[config.mk]
export PLATFORM = sky130hd
export DESIGN_NAME = gray_sync_decoder_flat
export DESIGN_NICKNAME = d
export VERILOG_FILES = /design/src/rtl/gray_sync_decoder_if.sv /design/src/rtl/gray_sync_decoder.sv /design/src/flat_wrapper.sv
export SDC_FILE = /design/constraint.sdc
export NUM_CORES = 1
export LEC_CHECK = 0
export BUFFER_PORTS_ARGS = -buffer_cell sky130_fd_sc_hd__buf_2
export CELL_PAD_IN_SITES_DETAIL_PLACEMENT = 1
export CELL_PAD_IN_SITES_GLOBAL_PLACEMENT = 1
export CORE_MARGIN = 3
export CORE_UTILIZATION = 45
export CTS_CLUSTER_SIZE = 20
export DETAILED_ROUTE_END_ITERATION = 7
export MAX_ROUTING_LAYER = met4
export PLACE_DENSITY = 0.79
export SLEW_MARGIN = 20
export SYNTH_ARGS = -nofsm -noshare
export SYNTH_HDL_FRONTEND = slang
export SYNTH_SLANG_ARGS = --single-unit
[constraint.sdc]
create_clock -name clk -period 6.41 [get_ports clk]
set_clock_uncertainty 0.2 [all_clocks]
set_input_delay 0.3205 -clock clk [delete_from_list [all_inputs] [get_ports clk]]
set_output_delay 0.3205 -clock clk [all_outputs]
set_load 0.03 [all_outputs]
[src/rtl/gray_sync_decoder_if.sv]
// gray_sync_decoder_if
//   Bundles the signals exchanged between the gray-code decoder and its
//   surroundings. The decoder takes the slave view. The driving or observing
//   environment takes the master view.
//   gray_in   : gray-coded value from the upstream counter (master -> slave)
//   clear_err : synchronous clear of err_count             (master -> slave)
//   gray_sync : last synchroniser stage                    (slave -> master)
//   bin_out   : registered binary decode                   (slave -> master)
//   advance   : one-cycle pulse, +1 step accepted          (slave -> master)
//   dir_err   : one-cycle pulse, -1 step seen              (slave -> master)
//   jump_err  : one-cycle pulse, any other change          (slave -> master)
//   err_count : saturating error count                     (slave -> master)
//   locked    : tracking has started                       (slave -> master)
interface gray_sync_decoder_if #(
  parameter int data_width = 4,
  parameter int err_width  = 8
);
  logic [data_width-1:0] gray_in;
  logic                  clear_err;
  logic [data_width-1:0] gray_sync;
  logic [data_width-1:0] bin_out;
  logic                  advance;
  logic                  dir_err;
  logic                  jump_err;
  logic [err_width-1:0]  err_count;
  logic                  locked;

  modport master (
    output gray_in, clear_err,
    input  gray_sync, bin_out, advance, dir_err, jump_err, err_count, locked
  );

  modport slave (
    input  gray_in, clear_err,
    output gray_sync, bin_out, advance, dir_err, jump_err, err_count, locked
  );
endinterface

[src/rtl/gray_sync_decoder.sv]
// gray_sync_decoder
//   Consumes a gray-coded pointer or position that may be asynchronous to clk.
//   The value first passes through a flop chain. It is then decoded to binary,
//   and every step it takes is tracked. A +1 step raises advance. A -1 step
//   raises dir_err. Any other change raises jump_err. Error pulses are
//   counted in a saturating counter.
//   Ports:
//     clk    : sole clock, rising edge
//     resetn : asynchronous reset, active HIGH despite the name
//     bus    : gray_sync_decoder_if.slave. It carries gray_in and clear_err
//              in, and gray_sync, bin_out, advance, dir_err, jump_err,
//              err_count and locked out.
module gray_sync_decoder #(
  parameter int data_width  = 4,
  parameter int sync_stages = 2,
  parameter int err_width   = 8
) (
  input  logic               clk,
  input  logic               resetn,
  gray_sync_decoder_if.slave bus
);

  localparam int FCW = $clog2(sync_stages);

  typedef enum logic {FILL = 1'b0, TRACK = 1'b1} state_t;

  generate
    if (sync_stages < 2 || sync_stages > 4) begin : g_bad_stages
      $error("gray_sync_decoder: sync_stages must be in 2..4");
    end
  endgenerate

  function automatic logic [data_width-1:0] gray2bin(input logic [data_width-1:0] g);
    logic [data_width-1:0] b;
    b[data_width-1] = g[data_width-1];
    for (int i = data_width-2; i >= 0; i--) b[i] = b[i+1] ^ g[i];
    return b;
  endfunction

  // ---------------------------------------------------------------- sync
  logic [sync_stages-1:0][data_width-1:0] sync_q;
  logic [data_width-1:0] gray_sync;
  logic [data_width-1:0] lock_src;
  logic [data_width-1:0] dec_sync;

  always_ff @(posedge clk or posedge resetn) begin
    if (resetn) sync_q <= '0;
    else        sync_q <= {sync_q[sync_stages-2:0], bus.gray_in};
  end

  assign gray_sync = sync_q[sync_stages-1];
  // The lock edge loads the value that gray_sync takes on that same edge.
  // On release the chain still holds the reset zeros. Lock therefore
  // completes on edge sync_stages, and the first TRACK compare sees the
  // post-reset input rather than a spurious 0 -> input step.
  assign lock_src  = sync_q[sync_stages-2];
  assign dec_sync  = gray2bin(gray_sync);

  // ---------------------------------------------------------------- fsm
  state_t               state_q, state_d;
  logic [FCW-1:0]       fill_cnt_q;
  logic                 fill_done;

  logic [data_width-1:0] prev_q, bin_q, step_d;
  logic                  adv_q, dir_q, jmp_q, locked_q;
  logic                  adv_d, dir_d, jmp_d, load_lock, upd;
  logic [err_width-1:0]  err_q;

  assign fill_done = (state_q == FILL) && (fill_cnt_q == FCW'(sync_stages-1));
  // Step size modulo 2^W. Wrap 2^W-1 -> 0 lands on 1, which is a legal advance.
  assign step_d    = dec_sync - bin_q;

  always_ff @(posedge clk or posedge resetn) begin
    if (resetn) begin
      state_q    <= FILL;
      fill_cnt_q <= '0;
    end else begin
      state_q <= state_d;
      if (state_q == FILL) fill_cnt_q <= fill_cnt_q + FCW'(1);
    end
  end

  always_comb begin
    state_d = state_q;
    case (state_q)
      FILL:    if (fill_done) state_d = TRACK;
      TRACK:   state_d = TRACK;   // left only through reset
      default: state_d = FILL;
    endcase
  end

  always_comb begin
    load_lock = 1'b0;
    upd       = 1'b0;
    adv_d     = 1'b0;
    dir_d     = 1'b0;
    jmp_d     = 1'b0;
    case (state_q)
      FILL: load_lock = fill_done;
      TRACK: begin
        if (gray_sync != prev_q) begin
          upd = 1'b1;
          if (step_d == data_width'(1)) adv_d = 1'b1;
          else if (step_d == '1)        dir_d = 1'b1;
          else                          jmp_d = 1'b1;
        end
      end
      default: ;
    endcase
  end

  // ---------------------------------------------------------------- datapath
  always_ff @(posedge clk or posedge resetn) begin
    if (resetn) begin
      prev_q   <= '0;
      bin_q    <= '0;
      locked_q <= 1'b0;
      adv_q    <= 1'b0;
      dir_q    <= 1'b0;
      jmp_q    <= 1'b0;
    end else begin
      adv_q <= adv_d;
      dir_q <= dir_d;
      jmp_q <= jmp_d;
      if (load_lock) begin
        prev_q   <= lock_src;
        bin_q    <= gray2bin(lock_src);
        locked_q <= 1'b1;
      end else if (upd) begin
        // Every change resyncs, so one bad step costs exactly one error.
        prev_q <= gray_sync;
        bin_q  <= dec_sync;
      end
    end
  end

  // A clear that coincides with a new error leaves that error counted.
  always_ff @(posedge clk or posedge resetn) begin
    if (resetn)                      err_q <= '0;
    else if (bus.clear_err)          err_q <= (dir_d || jmp_d) ? err_width'(1) : '0;
    else if ((dir_d || jmp_d) && (err_q != '1)) err_q <= err_q + err_width'(1);
  end

  assign bus.gray_sync = gray_sync;
  assign bus.bin_out   = bin_q;
  assign bus.advance   = adv_q;
  assign bus.dir_err   = dir_q;
  assign bus.jump_err  = jmp_q;
  assign bus.err_count = err_q;
  assign bus.locked    = locked_q;

endmodule
[src/flat_wrapper.sv]
// flat-port wrapper written by rule: the top's interface ports become plain ports
module gray_sync_decoder_flat 
#(
  parameter int data_width  = 4,
  parameter int sync_stages = 2,
  parameter int err_width   = 8
)
  (clk, resetn, bus_gray_in, bus_clear_err, bus_gray_sync, bus_bin_out, bus_advance, bus_dir_err, bus_jump_err, bus_err_count, bus_locked);
  gray_sync_decoder_if #(.data_width(data_width), .err_width(err_width)) bus_i ();
  input  logic clk;
  input  logic resetn;
  input wire logic [$bits(bus_i.gray_in)-1:0] bus_gray_in;
  input wire logic [$bits(bus_i.clear_err)-1:0] bus_clear_err;
  output wire logic [$bits(bus_i.gray_sync)-1:0] bus_gray_sync;
  output wire logic [$bits(bus_i.bin_out)-1:0] bus_bin_out;
  output wire logic [$bits(bus_i.advance)-1:0] bus_advance;
  output wire logic [$bits(bus_i.dir_err)-1:0] bus_dir_err;
  output wire logic [$bits(bus_i.jump_err)-1:0] bus_jump_err;
  output wire logic [$bits(bus_i.err_count)-1:0] bus_err_count;
  output wire logic [$bits(bus_i.locked)-1:0] bus_locked;
  assign bus_i.gray_in = bus_gray_in;
  assign bus_i.clear_err = bus_clear_err;
  assign bus_gray_sync = bus_i.gray_sync;
  assign bus_bin_out = bus_i.bin_out;
  assign bus_advance = bus_i.advance;
  assign bus_dir_err = bus_i.dir_err;
  assign bus_jump_err = bus_i.jump_err;
  assign bus_err_count = bus_i.err_count;
  assign bus_locked = bus_i.locked;
  gray_sync_decoder #(.data_width(data_width), .sync_stages(sync_stages), .err_width(err_width)) u_core (.clk(clk), .resetn(resetn), .bus(bus_i));
endmodule
# After elaboration in Yosys (flattened, before gate mapping)
# Index checks and enable logic that the tools add are counted.
# totals
register_bits	30
inputBits	7
output_inout_bits	20
elab_cells	53
# op_classes
addsub	3
eq_ne	4
muxes	23
n_bitwise	7
n_reduce_logical	5
# ops
operator	n
$mux 1	16
$mux 4	4
$mux 8	2
$add 8x1->8 const B	1
$ne 8x8->1 const B	1
$xor 1x1->1	6
$eq 4x1->1 const B	1
$eq 4x4->1 const B	1
$ne 4x4->1	1
$reduce_bool 2->1	2
$sub 4x4->4	1
$logic_and 1x1->1	2
$pmux 1 s2	1
$add 1x1->1 const B	1
$logic_or 1x1->1	1
$not 1->1	1

# Longest topological paths before layout
# Gate-level depths: netlist of the first run.
# logic_depth
word_depth	13
mapped_depth	10

# Worst setup path after synthesis of the first run
# No wires, ideal clock.
# synth_timing
kind	register to register
startpoint	register u_core.sync_q, in the netlist u_core.bus.gray_sync[2]
endpoint	register u_core.err_q[6], in the netlist u_core.bus.err_count[6]
setup_ps	94
t_arrival_ps	2849
required_ps	6116
setup_slack_ps	3267
path_stages_with_launch	10
n_path_buf	0
period_less_slack_ps	3143
path_cell_list	dfrtp_1 xor2_1 xor2_1 xnor2_1 ha_1 fa_1 xor2_1 o2111a_1 or4_1 a211oi_1
# synth_via
elab_chain_len	12
# synth_lines
element	line_no	source
start: declaration	gray_sync_decoder.sv:41	logic [sync_stages-1:0][data_width-1:0] sync_q;
start signal: assignment	gray_sync_decoder.sv:48	else sync_q <= {sync_q[sync_stages-2:0], bus.gray_in};
$xor 1x1->1 (3 in series)	gray_sync_decoder.sv:36	for (int i = data_width-2; i >= 0; i--) b[i] = b[i+1] ^ g[i];
$sub 4x4->4	gray_sync_decoder.sv:71	assign step_d = dec_sync - bin_q;
$eq 4x4->1	gray_sync_decoder.sv:104	else if (step_d == '1) dir_d = 1'b1;
$mux 1	gray_sync_decoder.sv:104	
$mux 1	gray_sync_decoder.sv:103	if (step_d == data_width'(1)) adv_d = 1'b1;
$mux 1	gray_sync_decoder.sv:101	if (gray_sync != prev_q) begin
$mux 1	gray_sync_decoder.sv:98	case (state_q)
$logic_or 1x1->1 *	gray_sync_decoder.sv:141	else if ((dir_d || jmp_d) && (err_q != '1)) err_q <= err_q + err_width'(1);
$logic_and 1x1->1 *	gray_sync_decoder.sv:141	
$reduce_bool 2->1 (no line) *	--	
end signal: assignment	gray_sync_decoder.sv:140	else if (bus.clear_err) err_q <= (dir_d || jmp_d) ? err_width'(1) : '0;
end signal: assignment	gray_sync_decoder.sv:141	
end: declaration	gray_sync_decoder.sv:67	logic [err_width-1:0] err_q;
# Every way passes the cells marked *; elsewhere a longest branch is shown, timed or not.
# A chain may end at the register's enable or synchronous reset.

# Worst setup path after layout of the first run
# Ends and elaborated chain as after synthesis.

==> flow_summary_export.csv, run 1 <==
group,metric,value,unit
routing,wl,3200,um
global_routing,grt_usage,17.9,%
power,power_density,306,nW/um2
placed_design,place_ws,3020,ps
routing,ant_nets,0,
placed_design,placement.cell_area,1580,um2
worst_hold_path,hold_path_depth,2,
run_status,status,"finished, final reports clean",
worst_setup_path,critPathMaxFanout,12,
power,ir_drop,180,uV
timing,hold_viol_final,0,
logic_synthesis,synth_edf_count,0,
worst_setup_path,crit_arrival,3430,ps
logic_synthesis,synth_nets,145,
floorplanning,ios,27,
timing,relSlewSlack,41.3,%
global_routing,grt_pass1_vias,1136,
cells_and_area,drive_above_1_share,25.1,%
logic_synthesis,async_reset_ff_share,100,%
global_routing,antenna_found_initial,0,
floorplanning,core,2880,um2
cts,cts_tree,"built",
cells_and_area,syn_to_final_growth,18.6,%
power,leakagePower,0.778,nW
worst_setup_path,r2r_cells,9,
cells_and_area,antenna_cells,0,
timing,setup_violations,0,
logic_synthesis,synth_cells,133,
floorplanning,fp.dieW,62.2,um
timing,max_freq,294,MHz
routing,drc_errors,0,
global_routing,grt_pass1_wl,5400,um
logic_synthesis,ys_types,38,
timing,rsz0062_at_grt,"no",
logic_synthesis,avgSynthCellArea,10.7,um2
worst_hold_path,hold_class,"in -> reg",
cts,clkLatencyLatePin,320,ps
global_routing,overflow,0,
cts,htreeDepth,2,
power,total_power,515,uW
timing,fin_ws,3010,ps
cts,cts_buffers,5,
cells_and_area,final_cell_area,1680,um2
routing,drt_pre_antenna_iters,4,
cts,clock_sink_count,29,
timing,period_share,53.1,%
logic_synthesis,ys.flop_type,"dfrtp_1",
routing,wl_per_cell,15.3,um
logic_synthesis,ys_warn_count,0,
cts,path_clk_slew,100,ps
cells_and_area,final_core_util,58.5,%
timing,setup_tns,0,ps
worst_setup_path,path_class,"reg -> reg",
logic_synthesis,syn_area,1420,um2
routing,vias,1133,
routing,drt-initial-drc-count,40,
logic_synthesis,yosys_register_bits,29,
timing,maxSlewViolCount,0,
timing,min_period,3400,ps
routing,via_per_inst,5.42,
logic_synthesis,ys_seq_area_share,51.1,%
placed_design,port_buffers,26,
placed_design,hpwl,2320,um
floorplanning,die_height,62.2,um
timing,worst_slew_pin_slew,871,ps
placed_design,place.gp.congestion,0.816,
worst_setup_path,crit_required,6440,ps
cts,cts_buffer_depth,2,
job,drv_cap,0,
cells_and_area,final_net_count,178,
floorplanning,die-area,3860,um2
worst_setup_path,cp-end-kind,"flop",
floorplanning,start_util,49.3,%
global_routing,grt_max_degree,30,
cts,cts-root-buf,"clkbuf_4",
floorplanning,placementRows,19,
worst_setup_path,critPathLaunchType,"flop",
## layout by cell type, fill, tap and decap left out, types with 4 or more instances in the layout
master,instances
nand2_1,4
clkbuf_4,5
nand2b_1,5
a21oi_1,7
nor2_1,11
inv_1,7
ha_1,4
buf_2,26
nand3_1,4
xnor2_1,4
o22ai_1,6
dfrtp_1,29
dlygate4sd3_1,5
xor2_1,8
## per-stage QoR
step / std cells / hold WS (ps)
final: 209 / 128
after global routing: 209 / 139
after CTS: 208 / 69.1
after detailed placement: 196 / 218
after global placement: 196 / 206
after floorplan: 133 / 152
## where the power goes
part	switching, mW	internal [mW]
clock	0.0665	0.0413
sequential	0.0216	0.206
combinational	0.116	0.0636
total	0.205	0.311
## synth_stat cells, drive strengths merged, types with 2 or more instances
library cell,n,area share [%]
a21oi,7,2.5
a31oi,2,0.88
buf,4,2.2
clkbuf,2,0.53
dfrtp,29,51
ha,4,3.5
inv,8,2.1
mux2,3,2.4
nand2,4,1.1
nand2b,5,2.2
nand3,4,1.4
nand4,2,0.88
nor2,11,2.9
nor2b,3,1.3
nor3,2,0.71
nor3b,2,1.1
nor4,2,0.88
o22ai,6,2.6
o31ai,3,1.6
or3,2,0.88
or4,3,1.6
xnor2,4,2.5
xor2,8,4.9
## per-layer routing
| metal | up-vias | wire length [um] | GRT usage, % |
|---|---|---|---|
| met3 | 4 | 100 | 4.68 |
| met1 | 575 | 1480 | 22.6 |
| li1 | 535 | - | - |
| met2 | 19 | 1590 | 28.6 |
| met4 | 0 | 32 | 4.97 |
| met5 | - | 0 | - |
## sequential cells by signal, summed over array words and instances (netlist names), 3 cells and up
register,count
u_core.bus.gray_sync,4
u_core.bus.bin_out,4
u_core.lock_src,4
u_core.bus.err_count,8
u_core.prev_q,3
## cells by family (layout without fill, tap and decap cells)
| group | Yosys count | in the layout | share of synthesized area [%] |
|---|---|---|---|
| AOI/OAI and AO/OA | 24 | 24 | 11.2 |
| xor gates and xnor gates | 12 | 12 | 7.41 |
| adders and majority gates | 5 | 5 | 4.94 |
| buffers and inverters | 14 | 48 | 4.85 |
| DFF | 29 | 29 | 51.1 |
| muxes | 4 | 4 | 3.09 |
| and+or+nand+nor | 45 | 45 | 17.4 |
## area by class of cell
type,count,area (um2)
Tap cell,42,52.6
Clock inverter,3,17.5
Clock buffer,5,37.5
Fill cell,330,1190
Multi-Input combinational cell,90,632
Sequential cell,29,726
Timing Repair Buffer,32,188
Inverter,8,30.0
## critical path, stage by stage, from the launching register on
cell      delay (ps)
dfrtp_1          440
xor2_1           310
xor2_1           360
xnor2_1          140
ha_1             230
fa_1             390
xor2_1           170
o2111a_1         290
or4_1            540
a211oi_1         240
## timing repair
item	in CTS	in global routing
hold buffers	4	1
hold endpoints to repair	4	29
gates resized for setup	0	0
setup buffers	0	0
## final timing paths
path	from	end	slack, ps
min in group asynchronous	resetn	u_core.prev_q[2]	420
worst min register to register	u_core.lock_src[3]	u_core.bus.gray_sync[3]	240
worst max register to register	u_core.bus.gray_sync[2]	u_core.bus.err_count[6]	3010
max in group asynchronous	resetn	u_core.bus.err_count[3]	5200
worst min-delay path	bus_clear_err	u_core.bus.err_count[5]	130
worst max-delay path	u_core.bus.gray_sync[2]	u_core.bus.err_count[6]	3010
No activity file was read; power rests on OpenSTA's default activity.
==> run 2: changes to the inputs <==
CORE_UTILIZATION = 42   (was 45)
PLACE_DENSITY = 0.74   (was 0.79)
clock period = 3.5 ns   (was 6.41 ns; I/O delays follow)
==> flow_summary_export.csv, run 2 (same netlist as run 1, synthesis figures left out) <==
group,metric,value,unit
worst_setup_path,path_cells,"xor2_1 -> xor2_2 -> xnor2_1 -> ha_1 -> fa_1 -> xor2_1 -> o2111a_1 -> or4_1 -> a211oi_1",
placed_design,dp_cells,199,
routing,drt-initial-drc-count,67,
global_routing,overflow,0,
cts,cts_buffer_depth,2,
timing,hold_viol_final,0,
power,p_int,571,uW
floorplanning,placementRows,20,
worst_setup_path,slowest_stage,"or4_1",
power,p_clk_share,21.3,%
power,p_seq_share,43.8,%
cts,path_clk_slew,100,ps
run_status,status,"finished, final reports clean",
worst_hold_path,hold_class,"reg -> reg",
power,total_power,962,uW
floorplanning,die_height,64.1,um
worst_setup_path,crit_required,3550,ps
global_routing,grt_max_degree,30,
global_routing,met3_usage,5.27,%
global_routing,antenna_found_initial,0,
power,swShare,40.7,%
power,power.switching,391,uW
global_routing,grt_pass1_wl,5790,um
placed_design,port_buffers,26,
power,power_density,563,nW/um2
cells_and_area,syn_to_final_growth,20.5,%
floorplanning,start_util,45.4,%
cells_and_area,drive_above_1_share,26.0,%
power,leakagePower,0.789,nW
routing,drt_pre_antenna_iters,4,
routing,drc_errors,0,
global_routing,met2_usage,30.6,%
timing,worst_slew_pin_slew,603,ps
routing,vias,1123,
worst_setup_path,crit_arrival,3330,ps
global_routing,grt.busiest_layer,"met2",
cells_and_area,final_cell_mix,"29 x dfrtp_1, 26 x buf_2, 11 x nor2_1",
timing,maxSlewViolCount,0,
floorplanning,fp.dieW,64.1,um
worst_setup_path,critPathLaunchType,"flop",
routing,wl,3400,um
timing,relSlewSlack,59.7,%
global_routing,grt_pass1_vias,1201,
worst_setup_path,cp_slowest_stage_delay,540,ps
worst_setup_path,path_class,"reg -> reg",
floorplanning,ios,27,
cts,cts-root-buf,"clkbuf_4",
routing,wl_per_cell,16.0,um
cells_and_area,largest_reg_flops,8,
worst_setup_path,critPathMaxFanout,12,
timing,rsz0062_at_grt,"no",
routing,ant_nets,0,
worst_setup_path,reg2reg_slack,220,ps
cts,cts_tree,"built",
cts,clock_sink_count,29,
timing,fin_hold_ws,234,ps
worst_setup_path,crit_path_frequent_cell,"xor2_1",
timing,setup_violations,0,
timing,setup_tns,0,ps
global_routing,grt_usage,19.1,%
cells_and_area,final_cells,213,
cts,htreeDepth,2,
cts,clkLatencyLatePin,330,ps
timing,period_share,93.7,%
global_routing,use_met1,22.7,%
placed_design,place.gp.congestion,0.832,
timing,min_period,3280,ps
cts,post_cts_buffers,0,
cells_and_area,antenna_cells,0,
timing,max_freq,305,MHz
placed_design,hpwl,2420,um
worst_setup_path,path_buf_inv,0,
floorplanning,core,3130,um2
job,drv_cap,0,
power,comb_power_share,34.8,%
worst_setup_path,cp-end-kind,"flop",
floorplanning,die-area,4110,um2
cells_and_area,final_net_count,180,
routing,via_per_inst,5.27,
worst_setup_path,crit_family,"XOR/XNOR gates",
cells_and_area,layout_commonest_cell,"dfrtp_1",
power,ir_drop,377,uV
cts,cts_buffers,5,
## run 2: worst paths after layout
path | from | to | cells after the start
max | u_core.bus.gray_sync[2] | u_core.bus.err_count[6] | 9
min | u_core.lock_src[3] | u_core.bus.gray_sync[3] | 0
max reg2reg | u_core.bus.gray_sync[2] | u_core.bus.err_count[6] | 9
min reg2reg | u_core.lock_src[3] | u_core.bus.gray_sync[3] | 0
max in group asynchronous | resetn | u_core.bus.err_count[4] | 3
min in group asynchronous | resetn | u_core.lock_src[3] | 3
## run 2: routing by layer
layer / wire [um] / part of all wire (%)
met3: 117 / 3.4
met1: 1560 / 46
met4: 73 / 2.1
met2: 1650 / 49
met5: 0 / 0
## run 2: through the flow
step	utilization [%]	worst slack, ps	instance area [um2]
2_1_floorplan	-	357	1420
3_3_place_gp	50.8	321	1590
3_5_place_dp	50.8	155	1590
4_1_cts	54.4	161	1700
5_1_grt	54.7	14.3	1710
6_report	54.7	221	1710
## run 2: layout make-up
cell class,instances,area [um2]
clock buffer,5,37.5
multi-input combinational,90,639
tap,44,55.1
inverter,8,30.0
timing repair buffer,34,205
fill,368,1420
clock inverter,3,17.5
sequential,29,726
## run 2: power groups by stage
stage	clock network [mW]	registers [mW]	logic, mW
after detailed placement	0	0.429	0.328
after global routing	0.231	0.429	0.370
after CTS	0.211	0.422	0.336
after floorplan	0	0.490	0.171
final	0.205	0.422	0.335
after global placement	0	0.422	0.309
## run 2: what timing repair did
action                                  CTS  global route
endpoints found under the setup margin    0             1
endpoints found under the hold margin    36             0
hold buffers                              6             0
gates resized for setup                   0             1
